$ cat config.mk
export PLATFORM = sky130hd
export DESIGN_NAME = poly_control_bank
export DESIGN_NICKNAME = d
export VERILOG_FILES = /design/src/rtl/poly_control_bank_pkg.sv /design/src/rtl/poly_control_bank_crc_handshake_fsm.sv /design/src/rtl/poly_control_bank.sv
export SDC_FILE = /design/constraint.sdc
export NUM_CORES = 1
export LEC_CHECK = 0
export BUFFER_PORTS_ARGS = -buffer_cell sky130_fd_sc_hd__buf_4
export CORE_MARGIN = 2
export CORE_UTILIZATION = 40
export CTS_CLUSTER_DIAMETER = 150
export DETAILED_ROUTE_END_ITERATION = 10
export GPL_ROUTABILITY_DRIVEN = 0
export SETUP_SLACK_MARGIN = 0.15
export SLEW_MARGIN = 20
export SYNTH_ARGS = -nofsm -noshare
export SYNTH_HDL_FRONTEND = slang
export SYNTH_SLANG_ARGS = --single-unit
$ cat constraint.sdc
create_clock -name CLK -period 1.8 [get_ports CLK]
set_input_delay 0.27 -clock CLK [delete_from_list [all_inputs] [get_ports CLK]]
set_output_delay 0.27 -clock CLK [all_outputs]
set_load 0.05 [all_outputs]
$ cat src/rtl/poly_control_bank_pkg.sv
// Shared types and constants for the polymorphic control bank.
// Contents: register index enum, CRC handshake state enum, bit positions of
// the CRC_CTRL and STATUS registers, and the default data width.
package POLI_types_pkg;

  localparam int unsigned WORD_SIZE = 32;

  typedef enum logic [2:0] {
    REG_CRC_IN      = 3'd0,
    REG_CRC_CTRL    = 3'd1,
    REG_CRC_ORIENT  = 3'd2,
    REG_CRC_RESULT  = 3'd3,
    REG_STATUS      = 3'd4,
    REG_GATE_AB     = 3'd5,
    REG_GATE_ORIENT = 3'd6,
    REG_GATE_OUT    = 3'd7
  } regsel_t;

  typedef enum logic [1:0] {
    IDLE  = 2'd0,
    ISSUE = 2'd1,
    WAIT  = 2'd2
  } crc_state_t;

  // CRC_CTRL bit positions
  localparam int unsigned CTRL_RESET_BIT   = 0;
  localparam int unsigned CTRL_START_BIT   = 1;
  localparam int unsigned CTRL_AUTO_BIT    = 2;
  localparam int unsigned CTRL_IE_DONE_BIT = 3;
  localparam int unsigned CTRL_IE_ERR_BIT  = 4;

  // STATUS bit positions
  localparam int unsigned STAT_BUSY_BIT    = 0;
  localparam int unsigned STAT_DONE_BIT    = 1;
  localparam int unsigned STAT_OVERRUN_BIT = 2;
  localparam int unsigned STAT_TIMEOUT_BIT = 3;

endpackage

$ cat src/rtl/poly_control_bank_crc_handshake_fsm.sv
// CRC engine handshake: IDLE -> ISSUE (crc_start pulse) -> WAIT (until
// crc_ready or timeout). Generates the crc_reset pulse for both soft reset
// and timeout abort, and captures the CRC result on completion.
// Ports:
//   i_clk, i_rst_n        clock, synchronous active-low reset
//   i_start_req           start request (already merged from CTRL/auto-start)
//   i_soft_reset          CRC_CTRL.reset write; wins over everything else
//   i_crc_ready           CRC completion level
//   i_crc_data_out        CRC result from the engine
//   o_crc_start           one-cycle start pulse (high while in ISSUE)
//   o_crc_reset           one-cycle registered reset pulse
//   o_busy                state != IDLE
//   o_result              captured CRC result
//   o_done_set, o_timeout_set, o_overrun_set  one-cycle sticky-bit set events
module crc_handshake_fsm #(
  parameter int unsigned WORD_SIZE      = POLI_types_pkg::WORD_SIZE,
  parameter int unsigned TIMEOUT_CYCLES = 1024,
  parameter int unsigned CNT_W          = $clog2(TIMEOUT_CYCLES + 1)
) (
  input  logic                 i_clk,
  input  logic                 i_rst_n,
  input  logic                 i_start_req,
  input  logic                 i_soft_reset,
  input  logic                 i_crc_ready,
  input  logic [WORD_SIZE-1:0] i_crc_data_out,
  output logic                 o_crc_start,
  output logic                 o_crc_reset,
  output logic                 o_busy,
  output logic [WORD_SIZE-1:0] o_result,
  output logic                 o_done_set,
  output logic                 o_timeout_set,
  output logic                 o_overrun_set
);
  import POLI_types_pkg::*;

  localparam logic [CNT_W-1:0] LAST_CNT = CNT_W'(TIMEOUT_CYCLES - 1);

  crc_state_t           r_state;
  crc_state_t           w_next_state;
  logic [CNT_W-1:0]     r_cnt;
  logic [CNT_W-1:0]     w_cnt_next;
  logic                 r_crc_reset;
  logic                 w_capture;
  logic [WORD_SIZE-1:0] r_result;

  always_ff @(posedge i_clk) begin
    if (!i_rst_n) begin
      r_state     <= IDLE;
      r_cnt       <= '0;
      r_crc_reset <= 1'b0;
      r_result    <= '0;
    end else begin
      r_state     <= w_next_state;
      r_cnt       <= w_cnt_next;
      r_crc_reset <= i_soft_reset | o_timeout_set;
      if (w_capture) r_result <= i_crc_data_out;
    end
  end

  always_comb begin
    w_next_state  = r_state;
    w_cnt_next    = r_cnt;
    w_capture     = 1'b0;
    o_done_set    = 1'b0;
    o_timeout_set = 1'b0;
    o_overrun_set = 1'b0;
    o_crc_start   = (r_state == ISSUE);
    // Soft reset drops any concurrent start and suppresses overrun.
    if (i_soft_reset) begin
      w_next_state = IDLE;
    end else begin
      if (i_start_req && (r_state != IDLE)) o_overrun_set = 1'b1;
      case (r_state)
        IDLE: begin
          if (i_start_req) w_next_state = ISSUE;
        end
        ISSUE: begin
          w_cnt_next   = '0;
          w_next_state = WAIT;
        end
        WAIT: begin
          w_cnt_next = r_cnt + 1'b1;
          // Ready on the last allowed cycle still completes normally.
          if (i_crc_ready) begin
            w_capture    = 1'b1;
            o_done_set   = 1'b1;
            w_next_state = IDLE;
          end else if (r_cnt == LAST_CNT) begin
            o_timeout_set = 1'b1;
            w_next_state  = IDLE;
          end
        end
        default: w_next_state = IDLE;
      endcase
    end
  end

  assign o_crc_reset = r_crc_reset;
  assign o_busy      = (r_state != IDLE);
  assign o_result    = r_result;

endmodule

$ cat src/rtl/poly_control_bank.sv
// APB-facing register bank driving one CRC32 engine and NUM_GATES
// polymorphic gate channels.
// Ports:
//   CLK, nRST                       clock, synchronous active-low reset
//   write_enable, register_select,  APB write strobe / register index /
//   write_data, read_data           write data / combinational read mux
//   crc_data_in, crc_orient         CRC operand and orientation registers
//   crc_reset, crc_start            one-cycle CRC control pulses
//   crc_data_out, crc_ready         CRC result and completion level
//   gate_a, gate_b, gate_orient     per-channel gate inputs and mode
//   gate_out                        raw (asynchronous) gate outputs
//   irq                             level interrupt
module poly_control_bank #(
  parameter int unsigned WORD_SIZE      = POLI_types_pkg::WORD_SIZE,
  parameter int unsigned NUM_GATES      = 8,
  parameter int unsigned TIMEOUT_CYCLES = 1024
) (
  input  logic                 CLK,
  input  logic                 nRST,
  input  logic                 write_enable,
  input  logic [2:0]           register_select,
  input  logic [WORD_SIZE-1:0] write_data,
  output logic [WORD_SIZE-1:0] read_data,
  output logic [WORD_SIZE-1:0] crc_data_in,
  output logic [WORD_SIZE-1:0] crc_orient,
  output logic                 crc_reset,
  output logic                 crc_start,
  input  logic [WORD_SIZE-1:0] crc_data_out,
  input  logic                 crc_ready,
  output logic [NUM_GATES-1:0] gate_a,
  output logic [NUM_GATES-1:0] gate_b,
  output logic [NUM_GATES-1:0] gate_orient,
  input  logic [NUM_GATES-1:0] gate_out,
  output logic                 irq
);
  import POLI_types_pkg::*;

  localparam int unsigned CNT_W = $clog2(TIMEOUT_CYCLES + 1);

  logic [WORD_SIZE-1:0] r_crc_in;
  logic [WORD_SIZE-1:0] r_crc_orient;
  logic                 r_auto_start;
  logic                 r_ie_done;
  logic                 r_ie_err;
  logic                 r_done;
  logic                 r_overrun;
  logic                 r_timeout;
  logic [NUM_GATES-1:0] r_gate_a;
  logic [NUM_GATES-1:0] r_gate_b;
  logic [NUM_GATES-1:0] r_gate_orient;
  logic [NUM_GATES-1:0] r_gout_meta;
  logic [NUM_GATES-1:0] r_gout_sync;

  regsel_t              w_sel;
  logic                 w_wr_in;
  logic                 w_wr_ctrl;
  logic                 w_wr_status;
  logic                 w_start_req;
  logic                 w_soft_reset;
  logic                 w_busy;
  logic                 w_done_set;
  logic                 w_timeout_set;
  logic                 w_overrun_set;
  logic [WORD_SIZE-1:0] w_result;

  assign w_sel        = regsel_t'(register_select);
  assign w_wr_in      = write_enable && (w_sel == REG_CRC_IN);
  assign w_wr_ctrl    = write_enable && (w_sel == REG_CRC_CTRL);
  assign w_wr_status  = write_enable && (w_sel == REG_STATUS);
  assign w_soft_reset = w_wr_ctrl & write_data[CTRL_RESET_BIT];
  // Explicit start and auto-start on a CRC_IN write merge into one request.
  assign w_start_req  = (w_wr_ctrl & write_data[CTRL_START_BIT]) |
                        (w_wr_in & r_auto_start);

  crc_handshake_fsm #(
    .WORD_SIZE      (WORD_SIZE),
    .TIMEOUT_CYCLES (TIMEOUT_CYCLES),
    .CNT_W          (CNT_W)
  ) u_fsm (
    .i_clk          (CLK),
    .i_rst_n        (nRST),
    .i_start_req    (w_start_req),
    .i_soft_reset   (w_soft_reset),
    .i_crc_ready    (crc_ready),
    .i_crc_data_out (crc_data_out),
    .o_crc_start    (crc_start),
    .o_crc_reset    (crc_reset),
    .o_busy         (w_busy),
    .o_result       (w_result),
    .o_done_set     (w_done_set),
    .o_timeout_set  (w_timeout_set),
    .o_overrun_set  (w_overrun_set)
  );

  always_ff @(posedge CLK) begin
    if (!nRST) begin
      r_crc_in      <= '0;
      r_crc_orient  <= '0;
      r_auto_start  <= 1'b0;
      r_ie_done     <= 1'b0;
      r_ie_err      <= 1'b0;
      r_done        <= 1'b0;
      r_overrun     <= 1'b0;
      r_timeout     <= 1'b0;
      r_gate_a      <= '0;
      r_gate_b      <= '0;
      r_gate_orient <= '0;
      r_gout_meta   <= '0;
      r_gout_sync   <= '0;
    end else begin
      if (w_wr_in) r_crc_in <= write_data;
      if (write_enable && (w_sel == REG_CRC_ORIENT)) r_crc_orient <= write_data;
      if (w_wr_ctrl) begin
        r_auto_start <= write_data[CTRL_AUTO_BIT];
        r_ie_done    <= write_data[CTRL_IE_DONE_BIT];
        r_ie_err     <= write_data[CTRL_IE_ERR_BIT];
      end
      if (write_enable && (w_sel == REG_GATE_AB)) begin
        r_gate_a <= write_data[NUM_GATES-1:0];
        r_gate_b <= write_data[2*NUM_GATES-1:NUM_GATES];
      end
      if (write_enable && (w_sel == REG_GATE_ORIENT)) r_gate_orient <= write_data[NUM_GATES-1:0];
      // Sticky bits: a set event in the same cycle as W1C wins.
      r_done    <= w_done_set    | (r_done    & ~(w_wr_status & write_data[STAT_DONE_BIT]));
      r_overrun <= w_overrun_set | (r_overrun & ~(w_wr_status & write_data[STAT_OVERRUN_BIT]));
      r_timeout <= w_timeout_set | (r_timeout & ~(w_wr_status & write_data[STAT_TIMEOUT_BIT]));
      // Gate outputs come from combinational loops; synchronise before use.
      r_gout_meta <= gate_out;
      r_gout_sync <= r_gout_meta;
    end
  end

  always_comb begin
    read_data = '0;
    case (w_sel)
      REG_CRC_IN:     read_data = r_crc_in;
      REG_CRC_CTRL: begin
        read_data[CTRL_AUTO_BIT]    = r_auto_start;
        read_data[CTRL_IE_DONE_BIT] = r_ie_done;
        read_data[CTRL_IE_ERR_BIT]  = r_ie_err;
      end
      REG_CRC_ORIENT: read_data = r_crc_orient;
      REG_CRC_RESULT: read_data = w_result;
      REG_STATUS: begin
        read_data[STAT_BUSY_BIT]    = w_busy;
        read_data[STAT_DONE_BIT]    = r_done;
        read_data[STAT_OVERRUN_BIT] = r_overrun;
        read_data[STAT_TIMEOUT_BIT] = r_timeout;
      end
      REG_GATE_AB: begin
        read_data[NUM_GATES-1:0]           = r_gate_a;
        read_data[2*NUM_GATES-1:NUM_GATES] = r_gate_b;
      end
      REG_GATE_ORIENT: read_data[NUM_GATES-1:0] = r_gate_orient;
      REG_GATE_OUT:    read_data[NUM_GATES-1:0] = r_gout_sync;
      default:         read_data = '0;
    endcase
  end

  assign crc_data_in = r_crc_in;
  assign crc_orient  = r_crc_orient;
  assign gate_a      = r_gate_a;
  assign gate_b      = r_gate_b;
  assign gate_orient = r_gate_orient;
  assign irq         = (r_done & r_ie_done) | ((r_overrun | r_timeout) & r_ie_err);

endmodule
=== Word-level counts from Yosys, hierarchy flattened ===
Index checks and enable logic that the tools add are counted.

* Equal/unequal tests: 12
* Add/subtract/negate cells: 1
* Bitwise gates (word level): 23
* Mux-type cells: 20
* Reductions and logical operators: 14

{| class="wikitable"
|+ Operators by type and width
! operator !! count
|-
| 16-bit one-hot mux with 3 select lines || 1
|-
| 8-bit one-hot mux with 4 select lines || 1
|-
| 11-bit one-hot mux with 2 select lines || 1
|-
| 3-bit one-hot mux with 6 select lines || 1
|-
| 2-bit one-hot mux with 8 select lines || 1
|-
| 2-bit one-hot mux with 7 select lines || 1
|-
| 3-bit equality test (second input constant) || 4
|-
| 11-bit by 1-bit adder with 11-bit output (second input constant) || 1
|-
| 1-bit AND || 11
|-
| 11-bit by 10-bit equality test with 1-bit output (second input constant) || 1
|-
| 1-bit 2-to-1 mux || 9
|-
| 1-bit logical AND || 7
|-
| 1-bit OR || 7
|-
| 1-bit one-hot mux with 7 select lines || 1
|-
| 3-bit by 2-bit equality test with 1-bit output (second input constant) || 2
|-
| 2-bit 2-to-1 mux || 3
|-
| 2-bit one-hot mux with 3 select lines || 1
|-
| 1-bit NOT || 5
|-
| 2-bit AND reduction || 2
|-
| 2-bit nonzero test || 2
|-
| 3-bit by 1-bit equality test with 1-bit output (second input constant) || 1
|-
| 3-bit zero test || 1
|-
| 3-bit by 2-bit inequality test with 1-bit output (second input constant) || 1
|-
| 2-bit by 1-bit equality test with 1-bit output (second input constant) || 1
|-
| 4 further kinds || 4
|}

* Logic and storage cells: 87
* Register bits after elaboration: 156
* Bits of input ports: 79
* Output and inout port bits: 123

=== Depth between registers and ports, before layout ===
Gate-level depths: netlist of run 1.

* Depth after elaboration: 8
* Gate-level depth with buffers: 7
* Gate-level depth less buffers: 6

=== Modules after synthesis ===
A second synthesis of run 1 with hierarchy kept.

* Cells, all modules: 838
* Area total of the unflattened synthesis: 7110.6 um^2

{| class="wikitable"
|+ By module, submodules not included
! module !! cells an instance !! times used !! sequential area each (um^2) !! area an instance (um^2)
|-
| poly_control_bank || 614 || 1 || 2202.1 || 5200.0
|-
| crc_handshake_fsm || 224 || 1 || 920.9 || 1910.6
|}

=== Least setup slack after synthesis of run 1 ===
Ideal clock, no wire load.

* Kind: input port to output port
* From: in register_select[0]
* To: out read_data[6]
* Stages on the path: 6
* Path buffers: 3
* Arrival time: 2227 ps
* Setup slack: -697 ps
* Required time: 1530 ps
* Cells stage by stage: buf_2 buf_2 and2_1 buf_2 a22oi_1 o21ai_0

* Cells in the longest elaborated chain, start to end: 2
* Elaborated cells on any way between the ends: 7
* Those cells by class: 5 x eq/ne; 1 x mux; 1 x reduce/logical

{| class="wikitable"
|+ Ends and longest elaborated chain
! what !! RTL line !! text
|-
| start: declaration || poly_control_bank.sv:21 || <nowiki>input logic [2:0] register_select,</nowiki>
|-
| 3-bit equality test, or another cell as far along || poly_control_bank.sv:135 || <nowiki>case (w_sel)</nowiki>
|-
| 3-bit one-hot mux with 6 select lines * || poly_control_bank.sv:135 ||
|-
| end: declaration || poly_control_bank.sv:23 || <nowiki>output logic [WORD_SIZE-1:0] read_data,</nowiki>
|}

Every way passes the cells marked *; elsewhere a longest branch is shown, timed or not.

=== Final worst setup path of run 1 ===
* From: reg r_gate_orient[3] (netlist: gate_orient[3])
* To: out read_data[3]

* Cells in the longest elaborated chain, start to end: 1

{| class="wikitable"
|+ Ends and longest elaborated chain
! what !! RTL line !! text
|-
| start: declaration || poly_control_bank.sv:50 || <nowiki>logic [NUM_GATES-1:0] r_gate_orient;</nowiki>
|-
| start signal: assignment || poly_control_bank.sv:122 || <nowiki>if (write_enable && (w_sel == REG_GATE_ORIENT)) r_gate_orient <= write_data[NUM_GATES-1:0];</nowiki>
|-
| 2-bit one-hot mux with 8 select lines || poly_control_bank.sv:135 ||
|}

No other way between the ends.

==> results of run 1 <==
-- power by group --
group / total [uW] / internal [uW] / switching [uW]
logic: 1500 / 653 / 846
registers: 3610 / 3550 / 63.2
clock network: 3500 / 1990 / 1520
total: 8620 / 6190 / 2420
-- metal layers --
metal  routed length [um]  up-vias
met1                10600     3212
li1                     -     3316
met2                11200      181
met3                 1380       22
met5                    0        -
met4                  340        0
-- cell usage in the layout (no fill, tap or decap), drive strengths merged, types with 2 or more instances in the layout --
cell      count
o21a          4
a211oi        3
and2         19
a21boi      124
a22o          3
mux4          5
clkbuf       23
nand3b        2
xor2          4
nand2b        5
nor2b         9
a22oi        26
or3           5
nor3          4
mux2i        16
o211ai        2
inv          10
buf         283
ha            5
nand3        11
clkinv        4
a211o         2
o21ai        12
clkinvlp      4
nor3b         2
dfxtp       156
mux2         22
a21oi        15
nor2         32
o22ai         7
a221oi        2
nand2       257
-- worst register-to-register path, cell delays in order, from the launching register on --
cell       delay [ns]
dfxtp_2          0.37
buf_4            0.13
ha_2             0.22
nand2_2          0.10
a21oi_4          0.14
buf_12           0.15
clkbuf_16        0.21
nand2_1          0.08
a21boi_0         0.14
-- layout make-up --
cell class / count / area share (%)
multi-input combinational: 611 / 39.1
sequential: 156 / 29.3
timing repair buffer: 286 / 23.5
clock buffer: 20 / 4.21
tap: 225 / 2.60
clock inverter: 12 / 1.05
inverter: 7 / 0.265
-- cells by family after synthesis --
logic type	count (synthesis)
AO/OA/AOI/OAI	206
XOR/XNOR	4
adder cells (fa/ha/maj)	5
buffers and inverters	63
flip-flops	156
multiplexers	43
AND/OR/NAND/NOR	353
-- flip-flops by register name, summed over array words and instances, names as in the netlist --
signal             cells
r_ie_done              1
gate_a                 8
crc_orient            32
r_overrun              1
u_fsm.o_crc_reset      1
r_gout_meta            8
r_timeout              1
gate_b                 8
r_done                 1
gate_orient            8
u_fsm.o_result        32
crc_data_in           32
r_ie_err               1
u_fsm.r_cnt           11
r_auto_start           1
r_gout_sync            8
u_fsm.r_state          2
-- what timing repair did --
| item | CTS | global route |
|---|---|---|
| gates cloned | 0 | 3 |
| resized for setup | 128 | 27 |
| pin swaps | 20 | 15 |
| endpoints found under the hold margin | 0 | 0 |
| endpoints found under the setup margin | 38 | 61 |
| setup buffers | 20 | 8 |
-- stage by stage --
step | setup TNS [ns] | utilization [%] | area [sq um]
2_1_floorplan | 0 | - | 7410
4_1_cts | -0.413 | 61.5 | 10600
5_1_grt | -0.623 | 62.9 | 10800
6_report | -0.255 | 62.9 | 10800
3_3_place_gp | -0.106 | 54.9 | 9460
3_5_place_dp | -0.359 | 54.9 | 9460
-- cells in the mapped netlist, drive strengths merged, types with 2 or more instances --
library cell / count / area [sq um]
o21a: 4 / 30.0
nor2b: 9 / 56.3
mux2i: 16 / 160
and2: 19 / 119
a21oi: 15 / 78.8
a221oi: 2 / 17.5
o21ai: 12 / 67.6
nand2b: 5 / 31.3
o22ai: 7 / 43.8
mux4: 5 / 113
a22oi: 26 / 195
clkbuf: 23 / 86.3
dfxtp: 156 / 3120
or3: 5 / 31.3
a21boi: 124 / 931
a211oi: 3 / 22.5
nand2: 257 / 965
buf: 33 / 170
a211o: 2 / 17.5
o211ai: 2 / 15.0
mux2: 22 / 248
inv: 7 / 26.3
nand3b: 2 / 15.0
nor3: 4 / 25.0
nor3b: 2 / 26.3
a22o: 3 / 26.3
nor2: 32 / 125
nand3: 11 / 55.1
ha: 5 / 62.6
xor2: 4 / 35.0
-- worst paths after layout --
| check | start | end | slack [ns] | depth (start not counted) |
|---|---|---|---|---|
| max reg2reg | u_fsm.r_state[1]$_SDFFE_PP0P_ | u_fsm.o_result[17]$_SDFFE_PN0P_ | 0.19 | 8 |
| max | gate_orient[3]$_SDFFE_PN0P_ | read_data[3] | -0.11 | 5 |
| min | gate_out[3] | r_gout_meta[3]$_SDFF_PN0_ | 0.04 | 2 |
| min reg2reg | r_gout_meta[2]$_SDFF_PN0_ | r_gout_sync[2]$_SDFF_PN0_ | 0.44 | 1 |
==> results.md, run 1 <==
- The net count after synthesis is 914.
- Entering global routing, the biggest net connects 45 pins.
- The final number of max-transition violations came to 0.
- The core region is 0.0172 sq mm.
- The pre-CTS setup slack is -0.0586 ns.
- The number of fill cells in the layout is 1488.
- The critical path buffer and inverter count is 1.
- After legalization and detailed placement, the total HPWL measured 15700 um.
- Synthesis handed over a netlist of 830 instances.
- The dominant delay contributor by cell family on the critical path is compound AO/OA/AOI/OAI gates.
- The detailed router finished its first iteration with 297 violations.
- The first global-routing pass estimated 34400 um of wire.
- The leftover overflow at the end of global routing is 0.
- The count of state elements after synthesis is 156.
- The total vias in the final route is 6731.
- The overall power of the completed layout is 8620 uW.
- The number of placed instances, taps included, is 1254.
- Once the floorplan was initialized, standard cells occupied 40.8% of the core.
- The portion of netlist area occupied by mux cells is 7.40%.
- The synthesized-area fraction occupied by ao, oa, aoi and oai cells is 21.4%.
- Each instance of the synthesized netlist takes up on average 8.48 sq um.
- For met2 alone, demand over resource in global routing was 39.4%.
- The static leakage is 0.00417 uW.
- The tree is rooted in a clkbuf_16.
- For the worst setup path, the data required time is 1.53 ns.
- Across all setup checks in the final design, the least slack found is -0.111 ns.
- The met1 usage is 32.2%.
- In the final layout, the multi-input gates occupy 0.00424 sq mm.
- The port buffer count is 201.
- The slew at the pin closest to its max-slew limit is 0.469 ns.
- The maximum clock skew at final layout is 0.00709 ns.
- Static timing analysis puts the maximum clock frequency at 523 MHz.
- The share of synthesized cell area in and, or, nand and nor gates is 21.4%.
- The number of nets in the layout is 1163.
- The delay contributed by the slowest stage of the critical path is 0.33 ns.
- Walking the worst path, the cells encountered are mux2_2, a22o_1, a21oi_2, o21ai_4, buf_8.
- The number of buffers created by CTS is 17.
- The number of antenna repair diodes is 0.
- The sequential cells in the finished layout cover a total of 0.00317 sq mm.
- The number of distinct standard cells referenced by the synthesized netlist is 51.
- The met3 capacity usage during global routing is 4.81%.
- After synthesis, the largest family of logic cells by area is compound AO/OA/AOI/OAI gates.
- The run finished, with violations left.
- The smallest hold slack is 0.0442 ns.
- The per-cell routed wire length is 17.8 um.
- The count of cells in the finished layout, fillers not included, comes to 1317.
- The share of final-layout standard cells stronger than drive strength 1 is 42.6%.
- The synthesized-area fraction occupied by adder cells is 0.889%.
- After synthesis, the share of flip-flops with an asynchronous set or reset is 0%.
- The critical path data arrival time is 1.64 ns.
- The top-level I/O count is 202.
- In this run the vertical extent of the chip is 137 um.
- The final critical path takes up 106% of the cycle.
- In this run the core area contains 48 standard-cell rows.
- The number of hold violations in the final report came to 0.
- The number of buffers between clock root and the deepest sink is 2.
- For this run, the number of Yosys warnings is 0.
- The TritonCTS sink count is 156.
- The layout overhead on the synthesized area is 54.1%.
- The width of the chip is 137 um.
- The number of global-route vias before repair is 6287.
- Counting I/O delays and the setup requirement, the final critical path takes 1.91 ns.
- For this run, the detailed router's first-pass iteration total came to 5.
- The quantity of hold-fixing buffers added after cts is 0.
- The total track usage is 24.2%.
- The max-capacitance violation count is 0.
- The final layout contains routed wiring with a total length of 23500 um.
- The number of endpoints failing setup at the final stage is 3.
- The number of vias per cell after detailed routing is 5.11.
- The most common flop cell mapped by yosys is dfxtp_1.
- After detailed routing, the number of remaining DRC violations is 0.
- The CTS tree is done.
- The highest-utilization routing layer at the global route stage is met2.
- The worst-case IR drop observed on VDD is 783 uV.
- In this run the worst hold path is classified as input pin to flop.
- Clock latency on the worst-skew pair, taken at its later pin, is 0.43 ns.
- The worst setup path is of the flop to output port kind.
- Setup repair after global routing could not meet its margin everywhere.
- The synthesized-area fraction occupied by xor and xnor cells is 0.498%.
- The die covers 0.0187 sq mm.
- The critical path's slowest cell is dfxtp_2.
- The kind of end point of the critical path is an output port.
- The final reports fail on setup timing.
- The relative max-transition margin is 68.8%.
- The worst setup path is launched from a flop.
- After synthesis, flip-flops and latches occupy 44.4% of the total area.
- In this run the number of H-tree levels came out at 4.
- The initial antenna violation count is 0.
- Clock-pin slew was measured on the worst setup and hold paths at 0.06 ns.
- The count of nets left with antenna violations once routing finished came out at 0.
- The areal power density over the cells is 795 mW/mm^2.
- The mapped netlist covers 0.00704 sq mm.
- In this run the worst path has a maximum fanout of 2.
- Counting flops with a built-in enable in the synthesized netlist gives 0.
No activity file was read; power rests on OpenSTA's default activity.
==> run 2: changes to the inputs <==
Settings changed: CORE_UTILIZATION 40 to 52, PLACE_DENSITY set to 0.8.
==> results.md, run 2 (synthesis results as in run 1) <==
- The largest net degree at the start of global routing is 51 (+13%).
- The per-cell routed wire length is 20.1 um (+13%).
- The highest-utilization routing layer at the global route stage is met2.
- The overall power of the completed layout came to 8590 uW (-0.35%).
- The share of final-layout standard cells stronger than drive strength 1 was 43.0% (+0.43 points).
- The final standard cell count with taps included and fillers excluded is 1264 (-4.0%).
- Leaving out fill and tap cells, the most frequent cell in the layout is nand2_1.
- The first-pass iteration count of the detailed router is 5 (unchanged).
- The initial antenna violation count is 0 (unchanged).
- The final design utilization was 81.9% (+19 points).
- The number of placed instances with taps included came to 1196 (-4.6%).
- The starting utilization of the core area came to 53.1% (+12 points).
- The DRC violation total after the first TritonRoute iteration is 660 (+120%).
- The maximum clock skew at final layout was 0.00468 ns (-0.00241 ns).
- The final clock period utilization by the worst path is 106% (-0.66 points).
- The clock slew seen by the registers of the worst setup and hold paths was 0.06 ns (about the same).
- Leaving out fill and tap cells, the most frequent cells in the layout are 255 x nand2_1, 227 x buf_4, 118 x dfxtp_1.
- The path type of the worst setup path is flop to output port.
- The clock insertion delay at the later pin of the skew report is 0.43 ns (about the same).
- The wire length of the first global-routing pass is 37100 um (+7.7%).
- The routing usage on met2 came to 55.4% (+16 points).
- The TritonCTS sink count is 156 (unchanged).
- The total track usage is 32.8% (+8.6 points).
- The max-capacitance violation count is 0 (unchanged).
- The full die area came to 0.0145 sq mm (-22%).
- The port buffer count is 201 (unchanged).
- Setup repair after global routing could not meet its margin everywhere.
- The total vias in the final route came to 7277 (+8.1%).
- The number of global-route vias before repair is 7061 (+12%).
- The maximum vdd drop is 608 uV (-22%).
- The min-delay analysis places its worst path in the category input pin to flop.
- The number of hold violations in the final report is 0 (unchanged).
- The number of antenna repair diodes is 0 (unchanged).
- The number of buffers created by CTS is 17 (unchanged).
- The number of vias per cell after detailed routing is 5.76 (+13%).
- The final number of max-transition violations was 0 (unchanged).
- The standard cell area after detailed placement was 0.00932 sq mm (-1.5%).
- The number of endpoints failing setup at the final stage is 5 (+2).
- The top-level I/O count was 202 (unchanged).
- The die boundary height is 120 um (-12%).
- The HPWL after detailed placement is 15000 um (-4.6%).
- The run finished, with violations left.
- The overall routed net length is 25500 um (+8.4%).
- The layout overhead on the synthesized area is 54.1% (about the same).
- The static leakage is 0.00416 uW (-0.32%).
- The number of placement rows came to 42 (-13%).
- The maximum level of the CTS H-tree is 4 (unchanged).
- The met3 capacity usage during global routing came to 6.65% (+1.8 points).
- The areal power density over the cells came to 792 mW/mm^2 (-0.39%).
- The slew at the pin closest to its max-slew limit is 0.513 ns (+0.0442 ns).
- The number of buffers between clock root and the deepest sink is 2 (unchanged).
- The leftover overflow at the end of global routing is 0 (unchanged).
- The fmax came to 527 MHz (+0.63%).
- The setup TNS is -0.307 ns (-0.0522 ns).
- The final standard cell area without fillers is 0.0108 sq mm (about the same).
- The number of remaining DRC errors is 0 (unchanged).
- The shortest period the worst path allows is 1.90 ns (-0.0119 ns).
- The final reports fail on setup timing.
- The quantity of hold-fixing buffers added after cts is 0 (unchanged).
- STA classifies the critical path startpoint as a flop.
- CTS placed an instance of clkbuf_16 at the clock tree root.
- The area of the core region was 0.0132 sq mm (-23%).
- The residual antenna-violating net count after detailed routing was 0 (unchanged).
- The worst-case setup margin in the final layout is -0.0992 ns (+0.0119 ns).
- The met1 usage is 40.4% (+8.2 points).
- The number of nets in the layout is 1159 (-0.34%).
- The endpoint required time on the critical path is 1.53 ns (about the same).
- The relative max-transition margin is 65.7% (-3.0 points).
- STA classifies the critical path endpoint as an output port.
- The width of the chip came to 120 um (-12%).
- The CTS tree is done.
- The highest net fanout along the worst path is 2 (unchanged).
- The critical path data arrival time is 1.63 ns (about the same).
==> run 2: cell types whose count changed in the layout (fill, tap and decap cells not counted), moves of 3 or more <==
cell / previous run / this run
a22oi_1: 8 / 2
a22oi_2: 18 / 24
buf_12: 13 / 16
buf_4: 240 / 227
buf_6: 10 / 24
buf_8: 20 / 12
clkbuf_1: 1 / 4
dfxtp_2: 40 / 37
inv_6: 3 / 0
mux2i_1: 13 / 9
==> run 2: per-layer routing <==
layer,part of all wire (%),routed length [um]
met2,50,12800
met4,3.5,894
met1,39,9940
met5,0,0
met3,7.2,1830
==> run 2: path summary, 6_finish.rpt <==
check	slack [ns]	from	to	cells past startpoint
hold reg to reg	0.43	r_gout_meta[4]$_SDFF_PN0_	r_gout_sync[4]$_SDFF_PN0_	1
setup / recovery	-0.1	gate_orient[3]$_SDFFE_PN0P_	read_data[3]	5
hold / removal	0.05	gate_out[4]	r_gout_meta[4]$_SDFF_PN0_	2
setup reg to reg	0.17	u_fsm.r_state[0]$_SDFFE_PP0P_	u_fsm.o_result[28]$_SDFFE_PN0P_	7
==> run 2: stage by stage <==
step,hold WS (ns),setup WS (ns)
CTS,0.0403,-0.135
global route,0.0451,-0.138
floorplan,0.397,0.130
global placement,0.416,-0.327
detailed placement,0.421,-0.331
finish,0.0502,-0.0992
==> run 2: repair_timing <==
action	in CTS	in global routing
gates cloned	2	1
setup endpoints to repair	39	36
gates resized for setup	157	25
pin swaps	27	21
buffers inserted	26	7
==> run 2: power by group <==
group	total, uW	leakage (uW)	switching (uW)	internal [uW]
Sequential	3630	0.00128	75.0	3550
Clock	3470	0.000259	1430	2030
Combinational	1490	0.00262	866	623
Total	8590	0.00416	2380	6210
==> run 2: final cells by class <==
type                    count  area [sq um]
repair buffers            281          2530
multi-input cells         612          4330
clock inverters            11           121
fillers                   770          2400
inverters                   7          28.8
flip-flops and latches    156          3170
clock buffers              21           440
well taps                 176           220
==> run 2: critical path, stage by stage (launching register included) <==
cell and delay (ns):
dfxtp_2 0.31, mux2_2 0.27, a22o_1 0.21, a21oi_2 0.17, o21ai_4 0.09, buf_6 0.16
